<file path="src/rtl/kyber_pkg.sv">
// Shared Kyber constants, adder mode encodings and the poly_add_seq state type.
// Also hosts the conditional-subtract reduction used by the modular adder.
package kyber_pkg;

  localparam int KYBER_Q = 3329;
  localparam int COEF_W  = 12;
  localparam int KYBER_N = 256;

  localparam logic [12:0] Q13 = 13'd3329;

  localparam logic [1:0] MODE_ADD  = 2'd0;
  localparam logic [1:0] MODE_HALF = 2'd1;

  typedef enum logic [1:0] {
    ST_IDLE  = 2'd0,
    ST_RUN   = 2'd1,
    ST_DRAIN = 2'd2,
    ST_DONE  = 2'd3
  } pas_state_e;

  // Inputs are a sum of two operands below q, so one subtraction suffices.
  function automatic logic [COEF_W-1:0] cond_sub_q(input logic [COEF_W:0] s);
    logic [COEF_W:0] t;
    t = s - Q13;
    if (s >= Q13) begin
      return t[COEF_W-1:0];
    end else begin
      return s[COEF_W-1:0];
    end
  endfunction

endpackage

</file>
<file path="src/rtl/poly_add_seq_if.sv">
// Control, read-port and write-port bundle of the polynomial add sequencer.
// The slave modport is the sequencer; the master side is the controller plus RAMs.
interface poly_add_seq_if #(parameter int AW = 8);

  logic                         start;
  logic [1:0]                   mode;
  logic                         busy;
  logic                         done;
  logic                         rd_en;
  logic [AW-1:0]                rd_addr;
  logic [kyber_pkg::COEF_W-1:0] rd_data_a;
  logic [kyber_pkg::COEF_W-1:0] rd_data_b;
  logic                         wr_en;
  logic [AW-1:0]                wr_addr;
  logic [kyber_pkg::COEF_W-1:0] wr_data;

  modport master (
    output start, mode, rd_data_a, rd_data_b,
    input  busy, done, rd_en, rd_addr, wr_en, wr_addr, wr_data
  );

  modport slave (
    input  start, mode, rd_data_a, rd_data_b,
    output busy, done, rd_en, rd_addr, wr_en, wr_addr, wr_data
  );

endinterface

</file>
<file path="src/rtl/poly_add_seq_add.sv">
// Combinational modular adder mod q with optional halving (multiply by 2^-1 mod q).
// Operands must already be reduced below q.
module add
  import kyber_pkg::*;
(
  input  logic [COEF_W-1:0] a_i,
  input  logic [COEF_W-1:0] b_i,
  input  logic              half_i,
  output logic [COEF_W-1:0] y_o
);

  logic [COEF_W:0]   sum_s;
  logic [COEF_W-1:0] red_s;
  logic [COEF_W:0]   odd_s;

  // Reduce the sum, then halve; an odd residue is made even by adding q first.
  always_comb begin
    sum_s = {1'b0, a_i} + {1'b0, b_i};
    red_s = cond_sub_q(sum_s);
    odd_s = {1'b0, red_s} + Q13;
    if (!half_i) begin
      y_o = red_s;
    end else if (red_s[0]) begin
      y_o = odd_s[COEF_W:1];
    end else begin
      y_o = {1'b0, red_s[COEF_W-1:1]};
    end
  end

endmodule

</file>
<file path="src/rtl/poly_add_seq.sv">
// Streams N coefficient pairs through the modular adder and writes the results
// with a fixed two-stage pipeline: read issue, adder/register, write.
module poly_add_seq
  import kyber_pkg::*;
#(
  parameter int N  = KYBER_N,
  parameter int AW = 8
) (
  input logic           clk,
  input logic           rst,
  poly_add_seq_if.slave bus
);

  localparam logic [AW-1:0] LAST = AW'(N - 1);

  pas_state_e        state_q, state_d;
  logic [AW-1:0]     cnt_q, cnt_d;
  logic              drain_q, drain_d;
  logic [1:0]        mode_q, mode_d;
  logic              rd_en_q, rd_en_d;
  logic              busy_q, busy_d;
  logic              done_q, done_d;
  logic [AW-1:0]     a1_q, a1_d;
  logic              v1_q, v1_d;
  logic              wr_en_q, wr_en_d;
  logic [AW-1:0]     wr_addr_q, wr_addr_d;
  logic [COEF_W-1:0] wr_data_q, wr_data_d;
  logic [COEF_W-1:0] add_y_s;

  add u_add (
    .a_i    (bus.rd_data_a),
    .b_i    (bus.rd_data_b),
    .half_i (mode_q == MODE_HALF),
    .y_o    (add_y_s)
  );

  // Next-state logic; strobes are derived from the next state so they leave flops.
  always_comb begin
    state_d   = state_q;
    cnt_d     = cnt_q;
    drain_d   = drain_q;
    mode_d    = mode_q;
    case (state_q)
      ST_IDLE: begin
        if (bus.start) begin
          state_d = ST_RUN;
          cnt_d   = '0;
          mode_d  = bus.mode;
        end else begin
          state_d = ST_IDLE;
        end
      end
      ST_RUN: begin
        if (cnt_q == LAST) begin
          state_d = ST_DRAIN;
          drain_d = 1'b0;
        end else begin
          cnt_d = cnt_q + AW'(1);
        end
      end
      ST_DRAIN: begin
        if (drain_q) begin
          state_d = ST_DONE;
        end else begin
          drain_d = 1'b1;
        end
      end
      ST_DONE: begin
        state_d = ST_IDLE;
      end
      default: begin
        state_d = ST_IDLE;
      end
    endcase

    rd_en_d = (state_d == ST_RUN);
    busy_d  = (state_d == ST_RUN) || (state_d == ST_DRAIN);
    done_d  = (state_d == ST_DONE);

    a1_d    = cnt_q;
    v1_d    = rd_en_q;
    wr_en_d = v1_q;
    if (v1_q) begin
      wr_addr_d = a1_q;
      wr_data_d = add_y_s;
    end else begin
      wr_addr_d = wr_addr_q;
      wr_data_d = wr_data_q;
    end
  end

  // State, counter, stage-1 and stage-2 registers; reset aborts any operation.
  always_ff @(posedge clk or posedge rst) begin
    if (rst) begin
      state_q   <= ST_IDLE;
      cnt_q     <= '0;
      drain_q   <= 1'b0;
      mode_q    <= MODE_ADD;
      rd_en_q   <= 1'b0;
      busy_q    <= 1'b0;
      done_q    <= 1'b0;
      a1_q      <= '0;
      v1_q      <= 1'b0;
      wr_en_q   <= 1'b0;
      wr_addr_q <= '0;
      wr_data_q <= '0;
    end else begin
      state_q   <= state_d;
      cnt_q     <= cnt_d;
      drain_q   <= drain_d;
      mode_q    <= mode_d;
      rd_en_q   <= rd_en_d;
      busy_q    <= busy_d;
      done_q    <= done_d;
      a1_q      <= a1_d;
      v1_q      <= v1_d;
      wr_en_q   <= wr_en_d;
      wr_addr_q <= wr_addr_d;
      wr_data_q <= wr_data_d;
    end
  end

  assign bus.busy    = busy_q;
  assign bus.done    = done_q;
  assign bus.rd_en   = rd_en_q;
  assign bus.rd_addr = cnt_q;
  assign bus.wr_en   = wr_en_q;
  assign bus.wr_addr = wr_addr_q;
  assign bus.wr_data = wr_data_q;

endmodule

</file>
<file path="src/flat_wrapper.sv">
// flat-port wrapper written by rule: the top's interface ports become plain ports
module poly_add_seq_flat import kyber_pkg::*;
#(
  parameter int N  = KYBER_N,
  parameter int AW = 8
)
  (clk, rst, bus_start, bus_mode, bus_rd_data_a, bus_rd_data_b, bus_busy, bus_done, bus_rd_en, bus_rd_addr, bus_wr_en, bus_wr_addr, bus_wr_data);
  poly_add_seq_if #(.AW(AW)) bus_i ();
  input logic clk;
  input logic rst;
  input wire logic [$bits(bus_i.start)-1:0] bus_start;
  input wire logic [$bits(bus_i.mode)-1:0] bus_mode;
  input wire logic [$bits(bus_i.rd_data_a)-1:0] bus_rd_data_a;
  input wire logic [$bits(bus_i.rd_data_b)-1:0] bus_rd_data_b;
  output wire logic [$bits(bus_i.busy)-1:0] bus_busy;
  output wire logic [$bits(bus_i.done)-1:0] bus_done;
  output wire logic [$bits(bus_i.rd_en)-1:0] bus_rd_en;
  output wire logic [$bits(bus_i.rd_addr)-1:0] bus_rd_addr;
  output wire logic [$bits(bus_i.wr_en)-1:0] bus_wr_en;
  output wire logic [$bits(bus_i.wr_addr)-1:0] bus_wr_addr;
  output wire logic [$bits(bus_i.wr_data)-1:0] bus_wr_data;
  assign bus_i.start = bus_start;
  assign bus_i.mode = bus_mode;
  assign bus_i.rd_data_a = bus_rd_data_a;
  assign bus_i.rd_data_b = bus_rd_data_b;
  assign bus_busy = bus_i.busy;
  assign bus_done = bus_i.done;
  assign bus_rd_en = bus_i.rd_en;
  assign bus_rd_addr = bus_i.rd_addr;
  assign bus_wr_en = bus_i.wr_en;
  assign bus_wr_addr = bus_i.wr_addr;
  assign bus_wr_data = bus_i.wr_data;
  poly_add_seq #(.N(N), .AW(AW)) u_core (.clk(clk), .rst(rst), .bus(bus_i));
endmodule
</file>
<file path="config.mk">
export PLATFORM = sky130hd
export DESIGN_NAME = poly_add_seq_flat
export DESIGN_NICKNAME = d
export VERILOG_FILES = /design/src/rtl/kyber_pkg.sv /design/src/rtl/poly_add_seq_if.sv /design/src/rtl/poly_add_seq_add.sv /design/src/rtl/poly_add_seq.sv /design/src/flat_wrapper.sv
export SDC_FILE = /design/constraint.sdc
export NUM_CORES = 1
export LEC_CHECK = 0
export CAP_MARGIN = 20
export CORE_MARGIN = 3
export CORE_UTILIZATION = 52
export CTS_CLUSTER_SIZE = 8
export DETAILED_ROUTE_END_ITERATION = 12
export HOLD_SLACK_MARGIN = 0.12
export PLACE_DENSITY_LB_ADDON = 0.2
export SLEW_MARGIN = 20
export SYNTH_ARGS = -nofsm -noshare
export SYNTH_HDL_FRONTEND = slang
export SYNTH_SLANG_ARGS = --single-unit
</file>
<file path="constraint.sdc">
create_clock -name clk -period 3 [get_ports clk]
set_clock_uncertainty 0.1 [all_clocks]
set_input_delay 0.45 -clock clk [delete_from_list [all_inputs] [get_ports clk]]
set_output_delay 0.45 -clock clk [all_outputs]
set_load 0.01 [all_outputs]
</file>
==> results.yml, run 1 <==
run_status:
  status: "complete, but fails checks"
  violations: "setup timing"
grt:
  grt_pass1_wl_um: 15800
  grt_max_degree: 30
  globalRouteTotalUtil: 0.278
  globalRoute.totalOverflow: 0
  first_global_vias: 3317
  grt_antenna_before_repair: 0
setup_path:
  crit_path_top_delay_cell: "sky130_fd_sc_hd__fa_2"
  worst_setup_path_end_kind: "flop"
  worst_r2r_startpoint: "u_core.bus.rd_addr[0]$_DFFE_PP0P_"
  worst_setup_path_start_kind: "input pin"
  critical_path_buf_inv_count: 5
  worstPathRequired_ns: 3.10
  reg2regPathDepth: 8
  family_with_the_most_delay_on_the_worst_path: "compound AO/OA/AOI/OAI gates"
  worstSetupStartpoint: "bus_rd_data_b[0]"
  crit_path_max_fanout: 5
  critical_path_cell_count: 19
  crit_chain: "buf_6 -> ha_4 -> inv_2 -> fa_2 -> nand2b_4 -> a211oi_4 -> o31a_4 -> xor2_4 -> nand4_1 -> a311oi_2 -> buf_4 -> buf_6 -> o2111ai_4 -> xnor2_4 -> nand4_1 -> buf_4 -> a21boi_2 -> mux2i_1 -> a211o_1"
  criticalPathCategory: "in -> reg"
  cpPeakStageDelay_ns: 0.33
  worst_ep_arrival_time_ns: 4.13
placement:
  detailedPlace.worstSlack_ns: -1.54
  place_inst: 516
  placedInstanceArea_um2: 4380
  place.detailed.hpwl_um: 5970
  place.port_buffers: 60
  finalWeightedCongestion: 0.876
pwr:
  clock_power_share: 0.094
  vdd.ir_drop.worst_mv: 0.637
  power_frac_seq: 0.293
  netSwitchingPower_uw: 1710
  p_int_uw: 2360
  combPwrFrac: 0.613
  switching_share: 0.420
  pwr_density_cell_nw_per_um2: 815
  leakagePower_uw: 0.00223
route:
  routedWlPerCell_um: 21.9
  drtPass1Iterations: 5
  detail_route.vias_per_cell: 6.31
  route.vias.total: 3479
  antenna_left: 0
  route.final.wire_length_um: 12100
  first_iter_violations: 338
  route.detailed.drc: 0
floorplan:
  design.core.area_um2: 5640
  start_util: 0.549
  io-pin-count: 61
  dieArea_um2: 6920
  fp.dieW_um: 83.2
  die_h_um: 83.2
  row_count: 27
timing:
  max_freq_mhz: 248
  period_needed_ns: 4.03
  unrepaired_setup_endpoints_after_global_routing: "true"
  setup_ws_ns: -1.03
  finalMaxSlewViolations: 0
  final_count_of_negative_setup_slack_endpoints: 12
  post-route-period-util: 1.34
  worst-slew-pin-transition_ns: 1.06
  max-slew-margin-rel: 0.294
  hold_violations: 0
yosys:
  postSynthAreaPerCell_um2: 9.78
  synth_edf_count: 0
  synth_nets: 365
  ys_ff_latch: 46
  ys_dominant_reg_cell: "sky130_fd_sc_hd__dfrtp_1"
  ys_async_sr_fraction: 1.00
  synth-seq-area-share: 0.371
  number_of_instances_in_the_synthesized_netlist: 317
  post_synthesis_cell_type_count: 63
  ys.warnings.count: 0
  netlist_area_um2: 3100
finish:
  num-nets-final: 526
  layout-drive-gt1-share: 0.434
  antenna_cells: 0
  layoutNonFillerInstCount: 551
  final.fill_count: 245
  multi_input_area_um2: 2240
  stdcell_area_um2: 4990
  area_growth_syn_to_layout_pct: 61.1
  regArea_um2: 1150
clocking:
  cts_made_buffers: 5
  cts_sinks: 46
  ctsLongestPathBuffers: 2
  worst_setup_hold_path_clk_slew_ns: 0.09
  htree_num_levels: 2
  clk_root_buffer_cell: "sky130_fd_sc_hd__clkbuf_8"
  clock_latency_ns: 0.31
  tritoncts: "yes"
worst_hold_path:
  hold_path_depth: 0
  min_from: "u_core.bus.rd_en$_DFF_PP0_"
  timing.hold.worst.class: "reg -> reg"
run:
  maxCapViolCount: 0
## kinds of logic after synthesis
kind of cell | after synthesis | synth area share
flops | 46 | 0.371
buf+inv | 20 | 0.0270
compound gates | 81 | 0.195
fa+ha+maj | 19 | 0.0791
xor+xnor | 30 | 0.103
mux | 18 | 0.0650
simple gates | 103 | 0.159
## final cells by class
| type | instances | share of cell area |
|---|---|---|
| inverters | 10 | 0.00752 |
| flip-flops and latches | 46 | 0.231 |
| repair buffers | 164 | 0.279 |
| clock buffers | 6 | 0.0145 |
| clock inverters | 2 | 0.00276 |
| well taps | 72 | 0.0180 |
| multi-input cells | 251 | 0.448 |
## worst paths after layout
kind                                                 endpoint  slack (ns)
hold / removal                          u_core.v1_q$_DFF_PP0_        0.28
min in group asynchronous   u_core.bus.rd_addr[4]$_DFFE_PP0P_        0.35
hold reg to reg                         u_core.v1_q$_DFF_PP0_        0.28
max in group asynchronous               u_core.v1_q$_DFF_PP0_        1.90
setup reg to reg            u_core.bus.rd_addr[7]$_DFFE_PP0P_        0.61
setup / recovery           u_core.bus.wr_data[10]$_DFFE_PP0P_       -1.03
## cell usage after synthesis, drive strengths merged, types with 3 or more instances
master,count,area [µm²]
xnor2,16,170
o211ai,4,30.0
o2111ai,3,32.5
nand4,7,43.8
mux2i,4,43.8
mux2,14,158
nand2,29,109
ha,18,225
a21boi,3,22.5
o21ai,19,103
a21oi,20,104
o31ai,4,35.0
clkbuf,8,30.0
nand2b,5,31.3
and3,4,25.0
nand3,4,20.0
inv,9,33.8
nor2b,3,18.8
a21o,4,30.0
a31oi,5,46.3
xor2,14,149
dfrtp,46,1150
nor2,35,139
or3,6,37.5
## layer usage
layer	wire (µm)	global-route usage	up-vias
li1	-	-	1462
met1	4320	0.352	1675
met2	5980	0.476	255
met3	930	0.0526	87
met4	824	0.0921	0
met5	0	0	-
## state kept, by name, indices dropped and copies added (netlist names)
register,count
u_core.bus.wr_data,12
u_core.a1_q,8
u_core.bus.rd_addr,8
u_core.bus.wr_addr,8
u_core.mode_q,2
u_core.state_q,2
u_core.bus.busy,1
u_core.bus.done,1
u_core.bus.rd_en,1
u_core.bus.wr_en,1
u_core.drain_q,1
u_core.v1_q,1
## power groups by stage
stage,Sequential (µW),Clock [µW],Combinational [µW]
floorplan,1170,0,1010
global placement,1150,0,1910
detailed placement,1170,0,1980
CTS,1160,377,2110
global route,1230,414,2620
finish,1190,382,2490
## cells in the final DEF (no fill, tap or decap), types with 8 or more instances in the layout
master,synthesis,final
sky130_fd_sc_hd__o21ai_0,15,12
sky130_fd_sc_hd__mux2_2,13,13
sky130_fd_sc_hd__xor2_1,12,10
sky130_fd_sc_hd__buf_6,1,10
sky130_fd_sc_hd__buf_4,0,96
sky130_fd_sc_hd__xnor2_2,4,8
sky130_fd_sc_hd__nor2_1,34,27
sky130_fd_sc_hd__nand2_1,29,26
sky130_fd_sc_hd__a21oi_1,19,13
sky130_fd_sc_hd__clkdlybuf4s50_1,0,44
sky130_fd_sc_hd__dfrtp_1,46,46
sky130_fd_sc_hd__ha_1,18,9
## timing repair
item | in CTS | in global routing
pin swaps | 27 | 49
gates resized for setup | 45 | 66
setup buffers | 17 | 15
endpoints found under the setup margin | 12 | 12
hold buffers | 0 | 0
## stage by stage
step	hold WS [ns]	total power, µW	util	setup TNS (ns)
after floorplan	0.252	2180	-	-7.32
after global placement	0.268	3060	0.776	-13.85
after detailed placement	0.267	3150	0.776	-15.48
after CTS	0.282	3650	0.835	-6.87
after global routing	0.295	4260	0.885	-10.23
final	0.282	4070	0.885	-9.11
Power figures use the tool's default switching activity.
==> run 2, diff against run 1 <==
--- a/config.mk
+++ b/config.mk
@@ -12,6 +12,7 @@
 export DETAILED_ROUTE_END_ITERATION = 12
 export HOLD_SLACK_MARGIN = 0.12
 export PLACE_DENSITY_LB_ADDON = 0.2
+export SKIP_LAST_GASP = 1
 export SLEW_MARGIN = 20
 export SYNTH_ARGS = -nofsm -noshare
 export SYNTH_HDL_FRONTEND = slang
==> results.yml, run 2 (synthesis results as in run 1) <==
pwr:
  leakagePower_uw: 0.00222
  vdd.ir_drop.worst_mv: 0.671
  total_power_uw: 4070
  pwr_density_cell_nw_per_um2: 810
setup_path:
  reg2regPathDepth: 8
  worstPathRequired_ns: 3.10
  worst_r2r_startpoint: "u_core.bus.rd_addr[0]$_DFFE_PP0P_"
  ff_to_ff_setup_slack_ns: 0.55
  worst_r2r_dst: "u_core.bus.rd_addr[7]$_DFFE_PP0P_"
  criticalPathCategory: "in -> reg"
  worst_ep_arrival_time_ns: 4.02
  worst_setup_path_start_kind: "input pin"
  worst_setup_path_end_kind: "flop"
  crit_path_max_fanout: 5
floorplan:
  design.core.area_um2: 5640
  fp.dieW_um: 83.2
  die_h_um: 83.2
  start_util: 0.549
  io-pin-count: 61
  dieArea_um2: 6920
  row_count: 27
clocking:
  cts_sinks: 46
  tritoncts: "yes"
  clock_latency_ns: 0.31
  clk_root_buffer_cell: "sky130_fd_sc_hd__clkbuf_8"
  htree_num_levels: 2
  cts.hold.buffers_added: 0
  ctsLongestPathBuffers: 2
  cts_made_buffers: 5
  worst_setup_hold_path_clk_slew_ns: 0.09
timing:
  setup_ws_ns: -0.917
  period_needed_ns: 3.92
  unrepaired_setup_endpoints_after_global_routing: "true"
  holdWs_ns: 0.280
  max_freq_mhz: 255
  max-slew-margin-rel: 0.268
  final_count_of_negative_setup_slack_endpoints: 12
  finalMaxSlewViolations: 0
  hold_violations: 0
  post-route-period-util: 1.31
  worst-slew-pin-transition_ns: 1.10
finish:
  layout-drive-gt1-share: 0.415
  num-nets-final: 526
  post-route-util: 0.891
  final_common_cell: "sky130_fd_sc_hd__buf_4"
  antenna_cells: 0
  multi_input_area_um2: 2240
  regArea_um2: 1150
  area_growth_syn_to_layout_pct: 62.2
  max_ffs_per_register: 12
  final.fill_count: 239
  stdcell_area_um2: 5030
  mostFrequentLayoutCells: "sky130_fd_sc_hd__buf_4, sky130_fd_sc_hd__dfrtp_1, sky130_fd_sc_hd__clkdlybuf4s50_1"
route:
  drtPass1Iterations: 5
  route.vias.total: 3451
  antenna_left: 0
  route.detailed.drc: 0
  routedWlPerCell_um: 22.1
  detail_route.vias_per_cell: 6.26
  first_iter_violations: 435
  route.final.wire_length_um: 12200
placement:
  placedInstanceArea_um2: 4380
  detailedPlace.worstSlack_ns: -1.54
  finalWeightedCongestion: 0.876
  place.detailed.hpwl_um: 5970
  place.port_buffers: 60
worst_hold_path:
  timing.hold.worst.class: "reg -> reg"
  whs_endpoint: "u_core.v1_q$_DFF_PP0_"
  min_from: "u_core.bus.rd_en$_DFF_PP0_"
  hold_path_depth: 0
run_status:
  status: "complete, but fails checks"
  violations: "setup timing"
grt:
  globalRoute.totalOverflow: 0
  first_global_vias: 3318
  grt_max_degree: 30
  grt_antenna_before_repair: 0
  grt_pass1_wl_um: 15700
  globalRouteTotalUtil: 0.277
run:
  maxCapViolCount: 0
run 2: how the worst max path moves through the flow:
stage / start / slack (ns) / end / cells past startpoint
after floorplan: bus_rd_data_b[0] / -0.90 / u_core.bus.wr_data[9]$_DFFE_PP0P_ / 18
after global placement: bus_rd_data_b[0] / -1.36 / u_core.bus.wr_data[9]$_DFFE_PP0P_ / 18
after detailed placement: bus_rd_data_b[0] / -1.54 / u_core.bus.wr_data[9]$_DFFE_PP0P_ / 18
after CTS: bus_rd_data_a[0] / -0.77 / u_core.bus.wr_data[9]$_DFFE_PP0P_ / 19
after global routing: bus_rd_data_b[4] / -1.03 / u_core.bus.wr_data[9]$_DFFE_PP0P_ / 19
final: bus_rd_data_a[7] / -0.92 / u_core.bus.wr_data[10]$_DFFE_PP0P_ / 17
run 2: repair_timing:
| action | 4_1_cts | 5_1_grt |
|---|---|---|
| setup endpoints to repair | 12 | 12 |
| hold endpoints to repair | 0 | 0 |
| setup buffers | 17 | 14 |
| resized for setup | 43 | 60 |
| pin swaps | 27 | 42 |
run 2: per-stage QoR:
step           instances  setup TNS (ns)
2_1_floorplan        317           -7.32
3_3_place_gp         516          -13.85
3_5_place_dp         516          -15.48
4_1_cts              540           -6.94
5_1_grt              551          -10.38
6_report             551           -9.18
run 2: per-layer routing:
layer,vias to the layer above,global-route usage,share of wire
met5,-,0,0
met4,0,0.0936,0.048
met3,59,0.0536,0.078
met2,258,0.475,0.50
met1,1677,0.350,0.38
li1,1457,-,-
run 2: report_power, final:
group	switching [µW]	leakage (µW)	internal, µW	total [µW]
registers	288	0.000540	912	1200
logic	1200	0.00164	1280	2490
clock network	220	0.0000452	165	384
run 2: worst max-delay path, stage by stage:
cell                              delay (ns)
sky130_fd_sc_hd__clkdlybuf4s50_1        0.41
sky130_fd_sc_hd__ha_2                   0.19
sky130_fd_sc_hd__or2_4                  0.23
sky130_fd_sc_hd__o31a_4                 0.39
sky130_fd_sc_hd__buf_12                 0.14
sky130_fd_sc_hd__a31oi_4                0.22
sky130_fd_sc_hd__xor2_2                 0.11
sky130_fd_sc_hd__a311oi_2               0.24
sky130_fd_sc_hd__buf_4                  0.21
sky130_fd_sc_hd__buf_6                  0.12
sky130_fd_sc_hd__o2111ai_4              0.13
sky130_fd_sc_hd__xnor2_4                0.26
sky130_fd_sc_hd__nand4_1                0.23
sky130_fd_sc_hd__buf_4                  0.21
sky130_fd_sc_hd__a21boi_2               0.16
sky130_fd_sc_hd__mux2i_1                0.09
sky130_fd_sc_hd__a211o_1                0.22
run 2: area by class of cell:
| cell class | count | share of cell area |
|---|---|---|
| Tap cell | 72 | 0.0179 |
| Inverter | 10 | 0.00747 |
| Clock inverter | 2 | 0.00274 |
| Sequential cell | 46 | 0.229 |
| Clock buffer | 6 | 0.0144 |
| Timing Repair Buffer | 164 | 0.282 |
| Multi-Input combinational cell | 251 | 0.446 |
==> run 3, diff against run 2 <==
--- a/config.mk
+++ b/config.mk
@@ -6,7 +6,7 @@
 export NUM_CORES = 1
 export LEC_CHECK = 0
 export CAP_MARGIN = 20
-export CORE_MARGIN = 3
+export CORE_MARGIN = 1
 export CORE_UTILIZATION = 52
 export CTS_CLUSTER_SIZE = 8
 export DETAILED_ROUTE_END_ITERATION = 12
==> constraint.sdc (replaced) <==
create_clock -name clk -period 4.2 [get_ports clk]
set_clock_uncertainty 0.1 [all_clocks]
set_input_delay 0.63 -clock clk [delete_from_list [all_inputs] [get_ports clk]]
set_output_delay 0.63 -clock clk [all_outputs]
set_load 0.01 [all_outputs]
==> results.yml, run 3 (synthesis results as in run 1) <==
run_status:
  status: "complete, no violations"
timing:
  period_needed_ns: 4.11
  max_freq_mhz: 243
  unrepaired_setup_endpoints_after_global_routing: "false"
  finalMaxSlewViolations: 0
  tns_ns: 0
  post-route-period-util: 0.979
  worst-slew-pin-transition_ns: 0.921
  hold_violations: 0
  final_count_of_negative_setup_slack_endpoints: 0
  holdWs_ns: 0.295
  max-slew-margin-rel: 0.385
run:
  maxCapViolCount: 0
clocking:
  ctsLongestPathBuffers: 2
  clock_latency_ns: 0.31
  cts_made_buffers: 5
  cts.hold.buffers_added: 0
  cts_sinks: 46
  worst_setup_hold_path_clk_slew_ns: 0.09
  tritoncts: "yes"
  htree_num_levels: 2
  clk_root_buffer_cell: "sky130_fd_sc_hd__clkbuf_8"
floorplan:
  dieArea_um2: 6270
  start_util: 0.549
  row_count: 27
  fp.dieW_um: 79.2
  io-pin-count: 61
  die_h_um: 79.2
  design.core.area_um2: 5640
worst_hold_path:
  timing.hold.worst.class: "reg -> reg"
  hold_path_depth: 0
setup_path:
  criticalPathCategory: "in -> reg"
  critical_path_buf_inv_count: 6
  crit_chain: "clkdlybuf4s50_1 -> ha_4 -> a21o_1 -> o31a_4 -> buf_6 -> a31oi_4 -> buf_4 -> buf_4 -> o21ai_1 -> buf_4 -> buf_4 -> o21ai_4 -> mux2i_4 -> nand4_1 -> mux2_4 -> a22oi_2 -> a21oi_2"
  worst_r2r_startpoint: "u_core.bus.rd_addr[0]$_DFFE_PP0P_"
  cpPeakStageDelay_ns: 0.53
  crit_path_end: "u_core.bus.wr_data[8]$_DFFE_PP0P_"
  worstPathRequired_ns: 4.29
  worstSetupStartpoint: "bus_rd_data_b[5]"
  reg2regPathDepth: 7
  critical_path_cell_count: 17
  worst_ep_arrival_time_ns: 4.20
  crit_path_max_fanout: 5
  worst_setup_path_start_kind: "input pin"
  crit_path_top_delay_cell: "sky130_fd_sc_hd__clkdlybuf4s50_1"
  worst_setup_path_end_kind: "flop"
  worst_r2r_dst: "u_core.bus.rd_addr[7]$_DFFE_PP0P_"
  family_with_the_most_delay_on_the_worst_path: "compound AO/OA/AOI/OAI gates"
  ff_to_ff_setup_slack_ns: 1.46
  critical_path.most_common_cell: "sky130_fd_sc_hd__buf_4"
grt:
  grt_use_met3: 0.0437
  grt_max_degree: 47
  most_crowded_layer_after_global_routing: "met2"
  globalRoute.totalOverflow: 0
  grt_pass1_wl_um: 13400
  grt_antenna_before_repair: 0
  gr_layer_usage_met2: 0.473
  grt.met1_usage: 0.357
  globalRouteTotalUtil: 0.275
  first_global_vias: 2921
placement:
  place.detailed.hpwl_um: 5730
  finalWeightedCongestion: 0.857
  place_inst: 506
  place.port_buffers: 60
route:
  drtPass1Iterations: 5
  detail_route.vias_per_cell: 5.66
  first_iter_violations: 215
  route.vias.total: 2944
  antenna_left: 0
  routedWlPerCell_um: 16.4
  route.detailed.drc: 0
  route.final.wire_length_um: 8510
finish:
  layoutNonFillerInstCount: 520
  area_growth_syn_to_layout_pct: 48.2
  final_common_cell: "sky130_fd_sc_hd__buf_4"
  max_ffs_per_register: 12
  layout-drive-gt1-share: 0.313
  num-nets-final: 495
  antenna_cells: 0
  post-route-util: 0.814
  mostFrequentLayoutCells: "sky130_fd_sc_hd__buf_4, sky130_fd_sc_hd__clkdlybuf4s50_1, sky130_fd_sc_hd__dfrtp_1"
pwr:
  vdd.ir_drop.worst_mv: 0.512
  pwr_density_cell_nw_per_um2: 576
  total_power_uw: 2650
  leakagePower_uw: 0.00208
-- run 3: cell types whose count changed in the layout (fill, tap and decap cells not counted), moves of 4 or more --
cell	delta
sky130_fd_sc_hd__clkdlybuf4s50_1	+5
sky130_fd_sc_hd__buf_4	-25
sky130_fd_sc_hd__buf_6	-7
sky130_fd_sc_hd__nor2_1	+5
sky130_fd_sc_hd__clkdlybuf4s15_1	-6
sky130_fd_sc_hd__dlymetal6s2s_1	+6
sky130_fd_sc_hd__nor2_2	-4
-- run 3: report_power, final --
| group | total [µW] | internal (µW) | switching (µW) |
|---|---|---|---|
| combinational | 1510 | 798 | 708 |
| sequential | 798 | 652 | 146 |
| clock | 341 | 179 | 162 |
| total | 2640 | 1630 | 1020 |
-- run 3: worst min-delay path by stage --
stage,start,to
after floorplan,u_core.v1_q$_DFF_PP0_,u_core.bus.wr_en$_DFF_PP0_
after global placement,u_core.bus.rd_en$_DFF_PP0_,u_core.v1_q$_DFF_PP0_
after detailed placement,u_core.bus.rd_en$_DFF_PP0_,u_core.v1_q$_DFF_PP0_
after CTS,u_core.bus.rd_en$_DFF_PP0_,u_core.v1_q$_DFF_PP0_
after global routing,u_core.bus.rd_en$_DFF_PP0_,u_core.v1_q$_DFF_PP0_
final,u_core.bus.rd_en$_DFF_PP0_,u_core.v1_q$_DFF_PP0_
-- run 3: what timing repair did --
action	CTS	global route
endpoints found under the setup margin	7	10
pin swaps	19	23
resized for setup	17	28
buffers inserted	5	1
-- run 3: cell type report --
type | instances | area (µm²)
Inverter | 10 | 37.5
Tap cell | 72 | 90.1
Clock buffer | 5 | 68.8
Clock inverter | 3 | 43.8
Fill cell | 322 | 1050
Timing Repair Buffer | 133 | 1170
Sequential cell | 46 | 1150
Multi-Input combinational cell | 251 | 2030
-- run 3: through the flow --
step / setup slack [ns] / area, µm²
2_1_floorplan: 0.0105 / 3110
3_3_place_gp: -0.415 / 4260
3_5_place_dp: -0.507 / 4260
4_1_cts: 0.00954 / 4480
5_1_grt: 0.0104 / 4590
6_report: 0.0868 / 4590
-- run 3: metal layers --
| metal | share of wire | vias up | wire length (µm) |
|---|---|---|---|
| met3 | 0.058 | 21 | 496 |
| met1 | 0.43 | 1434 | 3650 |
| met2 | 0.49 | 98 | 4200 |
| li1 | - | 1391 | - |
| met5 | 0 | - | 0 |
| met4 | 0.020 | 0 | 174 |
